**src/rtl/ofm_drain.sv**
```systemverilog
// -----------------------------------------------------------------------------
// ofm_drain
//   Read-side drain for the packed output feature-map buffer (port B).
//   A start pulse latches a base address and a word count; the block then reads
//   each 64-bit word, splits it into LANES psums (lane 0 = most significant
//   slice, sent first) and streams them out over a valid/ready handshake.
//   Counterpart of the data_pack -> out_buf write path.
//
// Optional feature (compile-time macro):
//   OFM_DRAIN_RELU_EN  - lanes are treated as signed; negative psums are
//                        output as zero. Undefined: lanes pass bit-exact.
//
// Parameters
//   ADDR_W   buffer address width
//   DATA_W   buffer word width, must equal LANES*LANE_W
//   LANE_W   psum width
//   LANES    psums per word
//   CNT_W    word-count width
//   READ_LAT buffer read latency in cycles (>= 1)
//
// Ports
//   clk        in   rising-edge clock
//   rst        in   synchronous active-high reset
//   start      in   1-cycle request, sampled only in IDLE
//   base_addr  in   first word address, latched on start
//   num_words  in   words to drain, latched on start
//   busy       out  high in every state except IDLE
//   done       out  1-cycle pulse when the drain completes
//   mem_en     out  buffer port-B enable
//   mem_addr   out  buffer port-B address
//   mem_dout   in   buffer port-B read data
//   out_valid  out  psum valid
//   out_ready  in   sink accept
//   out_data   out  psum
//   out_last   out  final psum of the drain
// -----------------------------------------------------------------------------
module ofm_drain #(
   parameter int ADDR_W   = 16,
   parameter int DATA_W   = 64,
   parameter int LANE_W   = 16,
   parameter int LANES    = 4,
   parameter int CNT_W    = 16,
   parameter int READ_LAT = 1
) (
   input  logic              clk,
   input  logic              rst,
   input  logic              start,
   input  logic [ADDR_W-1:0] base_addr,
   input  logic [CNT_W-1:0]  num_words,
   output logic              busy,
   output logic              done,
   output logic              mem_en,
   output logic [ADDR_W-1:0] mem_addr,
   input  logic [DATA_W-1:0] mem_dout,
   output logic              out_valid,
   input  logic              out_ready,
   output logic [LANE_W-1:0] out_data,
   output logic              out_last
);

   localparam logic [2:0] S_IDLE = 3'd0;
   localparam logic [2:0] S_RD   = 3'd1;
   localparam logic [2:0] S_WAIT = 3'd2;
   localparam logic [2:0] S_EMIT = 3'd3;
   localparam logic [2:0] S_DONE = 3'd4;

   localparam int LANE_IW = (LANES > 1) ? $clog2(LANES) : 1;
   localparam int WAIT_W  = (READ_LAT > 1) ? $clog2(READ_LAT) : 1;

   logic [2:0]         state;
   logic [ADDR_W-1:0]  addr;
   logic [CNT_W-1:0]   words_left;
   logic [LANE_IW-1:0] lane;
   logic [WAIT_W-1:0]  wait_cnt;
   logic [DATA_W-1:0]  word;

   logic wait_last;
   assign wait_last = (wait_cnt == WAIT_W'(READ_LAT - 1));

   // Slice lane idx out of a word (lane 0 = top bits) and apply the optional
   // clamp, so the clamp costs no extra pipeline stage.
   function automatic logic [LANE_W-1:0] lane_sel(input logic [DATA_W-1:0] w,
                                                  input int unsigned       idx);
      logic [DATA_W-1:0] sh;
      logic [LANE_W-1:0] v;
      sh = w >> ((LANES - 1 - idx) * LANE_W);
      v  = sh[LANE_W-1:0];
`ifdef OFM_DRAIN_RELU_EN
      if (v[LANE_W-1]) v = '0;
`endif
      return v;
   endfunction

   // NOTE: the captured word is pure datapath and is only consumed in EMIT,
   // after it has been loaded, so it is deliberately left out of reset.
   always_ff @(posedge clk) begin
      if (state == S_WAIT && wait_last) word <= mem_dout;
   end

   // NOTE: all state and registered outputs use non-blocking assignments so
   // every register samples the pre-edge values regardless of statement order.
   always_ff @(posedge clk) begin
      if (rst) begin
         state      <= S_IDLE;
         addr       <= '0;
         words_left <= '0;
         lane       <= '0;
         wait_cnt   <= '0;
         busy       <= 1'b0;
         done       <= 1'b0;
         mem_en     <= 1'b0;
         mem_addr   <= '0;
         out_valid  <= 1'b0;
         out_data   <= '0;
         out_last   <= 1'b0;
      end else begin
         // Single-cycle strobes default low.
         done   <= 1'b0;
         mem_en <= 1'b0;
         case (state)
            S_IDLE: begin
               if (start) begin
                  busy <= 1'b1;
                  if (num_words != '0) begin
                     addr       <= base_addr;
                     words_left <= num_words;
                     mem_addr   <= base_addr;
                     mem_en     <= 1'b1;
                     state      <= S_RD;
                  end else begin
                     done  <= 1'b1;
                     state <= S_DONE;
                  end
               end
            end
            S_RD: begin
               wait_cnt <= '0;
               state    <= S_WAIT;
            end
            S_WAIT: begin
               if (wait_last) begin
                  lane      <= '0;
                  out_valid <= 1'b1;
                  out_data  <= lane_sel(mem_dout, 0);
                  out_last  <= (LANES == 1) && (words_left == CNT_W'(1));
                  state     <= S_EMIT;
               end else begin
                  wait_cnt <= wait_cnt + WAIT_W'(1);
               end
            end
            S_EMIT: begin
               // out_valid is always high here; without ready everything holds.
               if (out_ready) begin
                  if (lane != LANE_IW'(LANES - 1)) begin
                     lane     <= lane + LANE_IW'(1);
                     out_data <= lane_sel(word, int'(lane) + 1);
                     out_last <= (int'(lane) + 1 == LANES - 1) &&
                                 (words_left == CNT_W'(1));
                  end else begin
                     out_valid <= 1'b0;
                     out_last  <= 1'b0;
                     if (words_left == CNT_W'(1)) begin
                        done  <= 1'b1;
                        state <= S_DONE;
                     end else begin
                        // Address wraps naturally modulo 2^ADDR_W.
                        addr       <= addr + ADDR_W'(1);
                        mem_addr   <= addr + ADDR_W'(1);
                        mem_en     <= 1'b1;
                        words_left <= words_left - CNT_W'(1);
                        state      <= S_RD;
                     end
                  end
               end
            end
            S_DONE: begin
               // start is not looked at here, so a request coinciding with
               // the return to IDLE is dropped.
               busy  <= 1'b0;
               state <= S_IDLE;
            end
            default: begin
               busy      <= 1'b0;
               out_valid <= 1'b0;
               out_last  <= 1'b0;
               state     <= S_IDLE;
            end
         endcase
      end
   end

endmodule

```
**config.mk**
```make
export PLATFORM = sky130hd
export DESIGN_NAME = ofm_drain
export DESIGN_NICKNAME = d
export VERILOG_FILES = /design/src/rtl/ofm_drain.sv
export SDC_FILE = /design/constraint.sdc
export NUM_CORES = 1
export LEC_CHECK = 0
export CAP_MARGIN = 20
export CORE_MARGIN = 4
export CORE_UTILIZATION = 40
export CTS_BUF_LIST = sky130_fd_sc_hd__clkbuf_8
export DETAILED_ROUTE_END_ITERATION = 10
export PLACE_DENSITY = 0.67
export SKIP_LAST_GASP = 1
export SYNTH_ARGS = -nofsm -noshare
export SYNTH_HDL_FRONTEND = slang
export SYNTH_SLANG_ARGS = --single-unit
```
**constraint.sdc**
```tcl
create_clock -name clk -period 4.35 [get_ports clk]
set_input_delay 0.435 -clock clk [delete_from_list [all_inputs] [get_ports clk]]
set_output_delay 0.435 -clock clk [all_outputs]
set_load 0.005 [all_outputs]
```
# == Word-level counts from Yosys, hierarchy flattened ==
# Cells that the tools add are included.
# Widths: inputs -> output; s select.
# totals
in_bits,100
output_inout_bits,37
regBits,123
wordCells,102
# op_classes
eq_ne,14
n_reduce_logical,15
shifts,1
addsub,6
n_bitwise,3
muxes,51
# op_table
op,count
$mux 16,13
$pmux 16 s2,3
$shr 64x32->16,1
$sub 2x28->28 const A,1
$mux 1,18
$mux 3,6
$add 16x1->16 const B,1
$eq 16x1->1 const B,1
$ne 2x2->1 const B,8
$reduce_bool 16->1,1
$sub 16x1->16 const B,1
$pmux 3 s4,1
$reduce_and 4->1,3
$eq 3x2->1 const B,3
$pmux 1 s2,4
$mux 2,3
$pmux 1 s3,2
$reduce_and 6->1,1
$reduce_bool 2->1,3
$reduce_or 3->1,2
$pmux 2 s2,1
$add 2x1->3 const B,1
$eq 3x1->1 const B,1
$eq 3x3->1 const B,1
7 further kinds,10

# == Longest topological paths before layout ==
# logic_depth
ltp_word,6
ltp_mapped,9
ltp_nobuf,7

# == Least setup slack after synthesis ==
# No wires, ideal clock.
# synth_timing
path_kind,register to register
from,register state[1]
to,register word[0] (enable)
arrival_time_ps,3436
setup_ps,486
stages_incl_launch_ff,4
required_ps,3864
path_slack_ps,427
period_less_slack_ps,3923
n_path_buf,1
cell_sequence,dfxtp_1 clkbuf_1 nand2b_1 nor2_1
# synth_via
elab_chain_len,2
# synth_lines
item,line_no,text
from (decl),70,logic [2:0] state;
from (signal assigned),104,state <= S_IDLE;
from (signal assigned),129,state <= S_RD;
from (signal assigned),132,state <= S_DONE;
$eq 3x2->1,97,if (state == S_WAIT && wait_last) word <= mem_dout;
$logic_and 1x1->1,97,
to (signal assigned),97,
to (decl),75,logic [DATA_W-1:0] word;
# No other way between the ends.
# A chain may end at the register's enable or synchronous reset.

# == Worst setup path after layout ==
# layout_timing
from,register state[0]
to,register addr[0]
# layout_via
elab_chain_len,3
word_cells_on_any_way,10
cone_classes,6 x eq/ne; 1 x mux; 3 x reduce/logical
# layout_lines
item,line_no,text
$eq 3x2->1 or $logic_not 3->1 (tied branches),120,case (state)
$ne 2x2->1 (no line) or $reduce_bool 2->1 (tied branches),n/a,
$reduce_and 6->1 (no line),n/a,
to (signal assigned),125,addr <= base_addr;
to (signal assigned),167,addr <= addr + ADDR_W'(1);
to (decl),71,logic [ADDR_W-1:0] addr;
# Parallel ways exist; a longest one is shown, timed or not.

==> results.yml <==
critical_path:
  setup.reg_to_reg.worst_slack_ns: 1.51
  arrival_ns: 3.17
  critical_path.reg2reg.endpoint: "addr[0]$_SDFFE_PP0P_"
  crit_type: "reg -> reg"
  critical_path.max_fanout: 72
  path_cells: "nand3b_1, buf_4, or2_1, nand2_1, a31o_2"
  path_buf_inv: 1
  cp-end-kind: "flop"
  cp.required_ns: 4.68
  worstSetupStartpointType: "flop"
  critPathSlowestCell: "or2_1"
  regToRegStartpoint: "state[0]$_SDFFE_PP0P_"
  timing.reg2reg.worst_path_depth: 5
  worst_path_max_stage_delay_ns: 0.57
  crit_family: "simple AND/OR/NAND/NOR gates"
clock_network:
  numClockSinks: 122
  cts_setup_buffers: 0
  postCtsResizedCells: 0
  hold_buffers: 0
  cts_root_buffer: "clkbuf_8"
  clock_tree.htree_level_count: 4
  tritoncts_clock_tree: "yes"
  cts_made_buffers: 17
  cts.clk_slew.worst_paths_ns: 0.07
  clock_tree.buffer_depth: 2
  clock_latency_on_the_worst_skew_pair_ns: 0.44
floorplan:
  die_area_mm2: 0.0160
  die_w_um: 126
  placement_rows: 42
  design.portCount: 137
  fp.dieH_um: 126
  core_outline_area_mm2: 0.0135
  initial_utilization_pct: 41.5
sta:
  rsz0062_at_grt: "false"
  drv_slew: 0
  setup_viol: 0
  worst_hold_slack_ns: 0.466
  fin_tns_setup_ns: 0
  clock.fmax_mhz: 352
  post-route-period-util_pct: 65.4
  final.setup_skew_ns: 0.00543
  timing_worst_slew_pin_value_ns: 0.935
  relSlewSlack_pct: 37.2
  post-route-min-period_ns: 2.84
  number_of_failing_hold_endpoints_at_the_final_stage: 0
synthesis:
  synth_register_bits: 122
  synthesized_instance_count: 497
  post_synth_main_area_contributors: "edfxtp_1 (34%), dfxtp_1 (21%), mux4_2 (6.4%)"
  syn_std_cell_area_mm2: 0.00561
  ys_seq_area_share_pct: 55.0
  synth_async_sr_flop_share_pct: 0
  post_synth.cell_area_avg_um2: 11.3
  top_ff_cell_synth: "edfxtp_1"
  synth_cell_type_count: 63
  mappedNetlistNets: 602
  synth_enable_flop_cells: 64
  ys.warnings.count: 0
  synth_top_area_share_pct: 34.3
  synth_largest_area_cell: "edfxtp_1"
finish:
  finish.cell_count_without_fillers: 809
  area.growth.synth_to_final_pct: 34.2
  layout.cells.most_common: "clkdlybuf4s50_1"
  drive_gt1_share_pct: 11.1
  diodes: 0
  layout_common_cells: "clkdlybuf4s50_1 (135), edfxtp_1 (64), dfxtp_1 (58)"
  nets: 725
pwr:
  p_int_w: 0.00208
  share_seq_of_total_power_pct: 48.1
  net-switching-power_w: 0.000731
  power.combinational.fraction_pct: 15.1
  clock_power_share_pct: 36.9
  fin_total_pwr_w: 0.00281
  powerDensity_mw_per_mm2: 374
  leakage_nw: 2.50
  power.switching_fraction_pct: 26.0
  irDropWorstVdd_uv: 236
global_routing:
  antenna_found_initial: 0
  global_route_overflow: 0
  grt_start_max_net_pins: 73
  grt_pass1_wl_um: 24000
  grt_usage_pct: 18.7
  vias_in_the_first_global_route: 4765
run:
  maxCapViolCount: 0
drt:
  dr_total_vias: 4676
  route.final.wire_length_um: 15000
  detail_route.first_pass.iterations: 5
  avgViaCountPerCell: 5.78
  routed_wire_length_per_instance_um: 18.5
  first_iter_violations: 477
  detail-route-antenna-nets: 0
  route.detailed.drc: 0
worst_hold_path:
  hold_end: "out_last$_SDFFE_PP0P_"
  holdCritStartpoint: "out_last$_SDFFE_PP0P_"
  min_path_type: "reg -> reg"
  min_delay_path_depth: 2
status:
  outcome: "complete, no violations"
placement:
  dpl.cell_count: 777
  finalWeightedCongestion: 0.890
  dp_hpwl_um: 10200
  number_of_buffer_cells_added_on_primary_ports: 136
through the flow:
stage               worst slack [ns]  cell area, um^2  util (%)
finish                          1.51             7520      55.7
global route                    1.27             7520      55.7
CTS                             1.50             7520      55.7
detailed placement              1.45             7110      52.7
global placement                1.63             7100      52.6
floorplan                      0.427             5610         -
routing by layer:
layer	GRT usage [%]	share of wire, %	vias to the layer above
met4	6.25	1.6	0
met5	0	0	-
met2	29.4	46	218
met1	24.4	44	2214
met3	6.47	8.4	22
li1	-	-	2222
Yosys cell counts, drive strengths merged (4+ instances only):
cell / n
a22oi: 18
nor2: 44
mux4: 16
nand3: 11
nor3: 11
o311ai: 7
edfxtp: 64
o21ai: 19
buf: 10
nand2: 25
nor4: 13
o211ai: 4
dfxtp: 58
or3: 6
ha: 5
a21oi: 41
clkbuf: 31
o31ai: 16
a211oi: 21
nand4: 7
a31oi: 9
inv: 8
logic make-up (layout without fill, tap and decap cells):
| family | count (synthesis) | after routing | share of synthesized area (%) |
|---|---|---|---|
| compound gates | 162 | 162 | 19.6 |
| simple gates | 141 | 141 | 14.0 |
| flops | 122 | 122 | 55.0 |
| buf+inv | 49 | 185 | 3.46 |
| mux | 18 | 18 | 6.79 |
| fa+ha+maj | 5 | 5 | 1.12 |
how the worst max path moves through the flow:
stage,start,endpoint,depth (start not counted)
2_1_floorplan,state[1]$_SDFFE_PP0P_,word[0]$_DFFE_PP_,3
3_3_place_gp,start,addr[0]$_SDFFE_PP0P_,7
3_5_place_dp,start,words_left[13]$_SDFFE_PP0P_,7
4_1_cts,state[0]$_SDFFE_PP0P_,addr[0]$_SDFFE_PP0P_,5
5_1_grt,state[0]$_SDFFE_PP0P_,words_left[13]$_SDFFE_PP0P_,5
6_report,state[0]$_SDFFE_PP0P_,addr[0]$_SDFFE_PP0P_,5
worst reg2reg max path: stages, from the launching register on:
cell and delay [ns]:
dfxtp_1 0.49, nand3b_1 0.21, buf_4 0.56, or2_1 0.59
nand2_1 0.50, a31o_2 0.39
registers in the layout, indices dropped and copies added (netlist names):
name,count
mem_en,1
busy,1
state,3
done,1
words_left,16
word,64
out_valid,1
out_data,16
lane,2
out_last,1
addr,16
power groups by stage:
stage,Combinational [W],Sequential [W],Clock [W]
global route,0.000463,0.00136,0.00112
finish,0.000424,0.00135,0.00104
detailed placement,0.000422,0.00138,0
floorplan,0.000215,0.00136,0
global placement,0.000413,0.00137,0
CTS,0.000425,0.00135,0.00106
layout make-up:
class	instances	area, um^2
Inverter	8	30.0
Clock buffer	17	234
Timing Repair Buffer	145	1430
Tap cell	176	220
Clock inverter	15	175
Fill cell	1140	5980
Sequential cell	122	3080
Multi-Input combinational cell	326	2350
(Power assumes the default switching activity.)
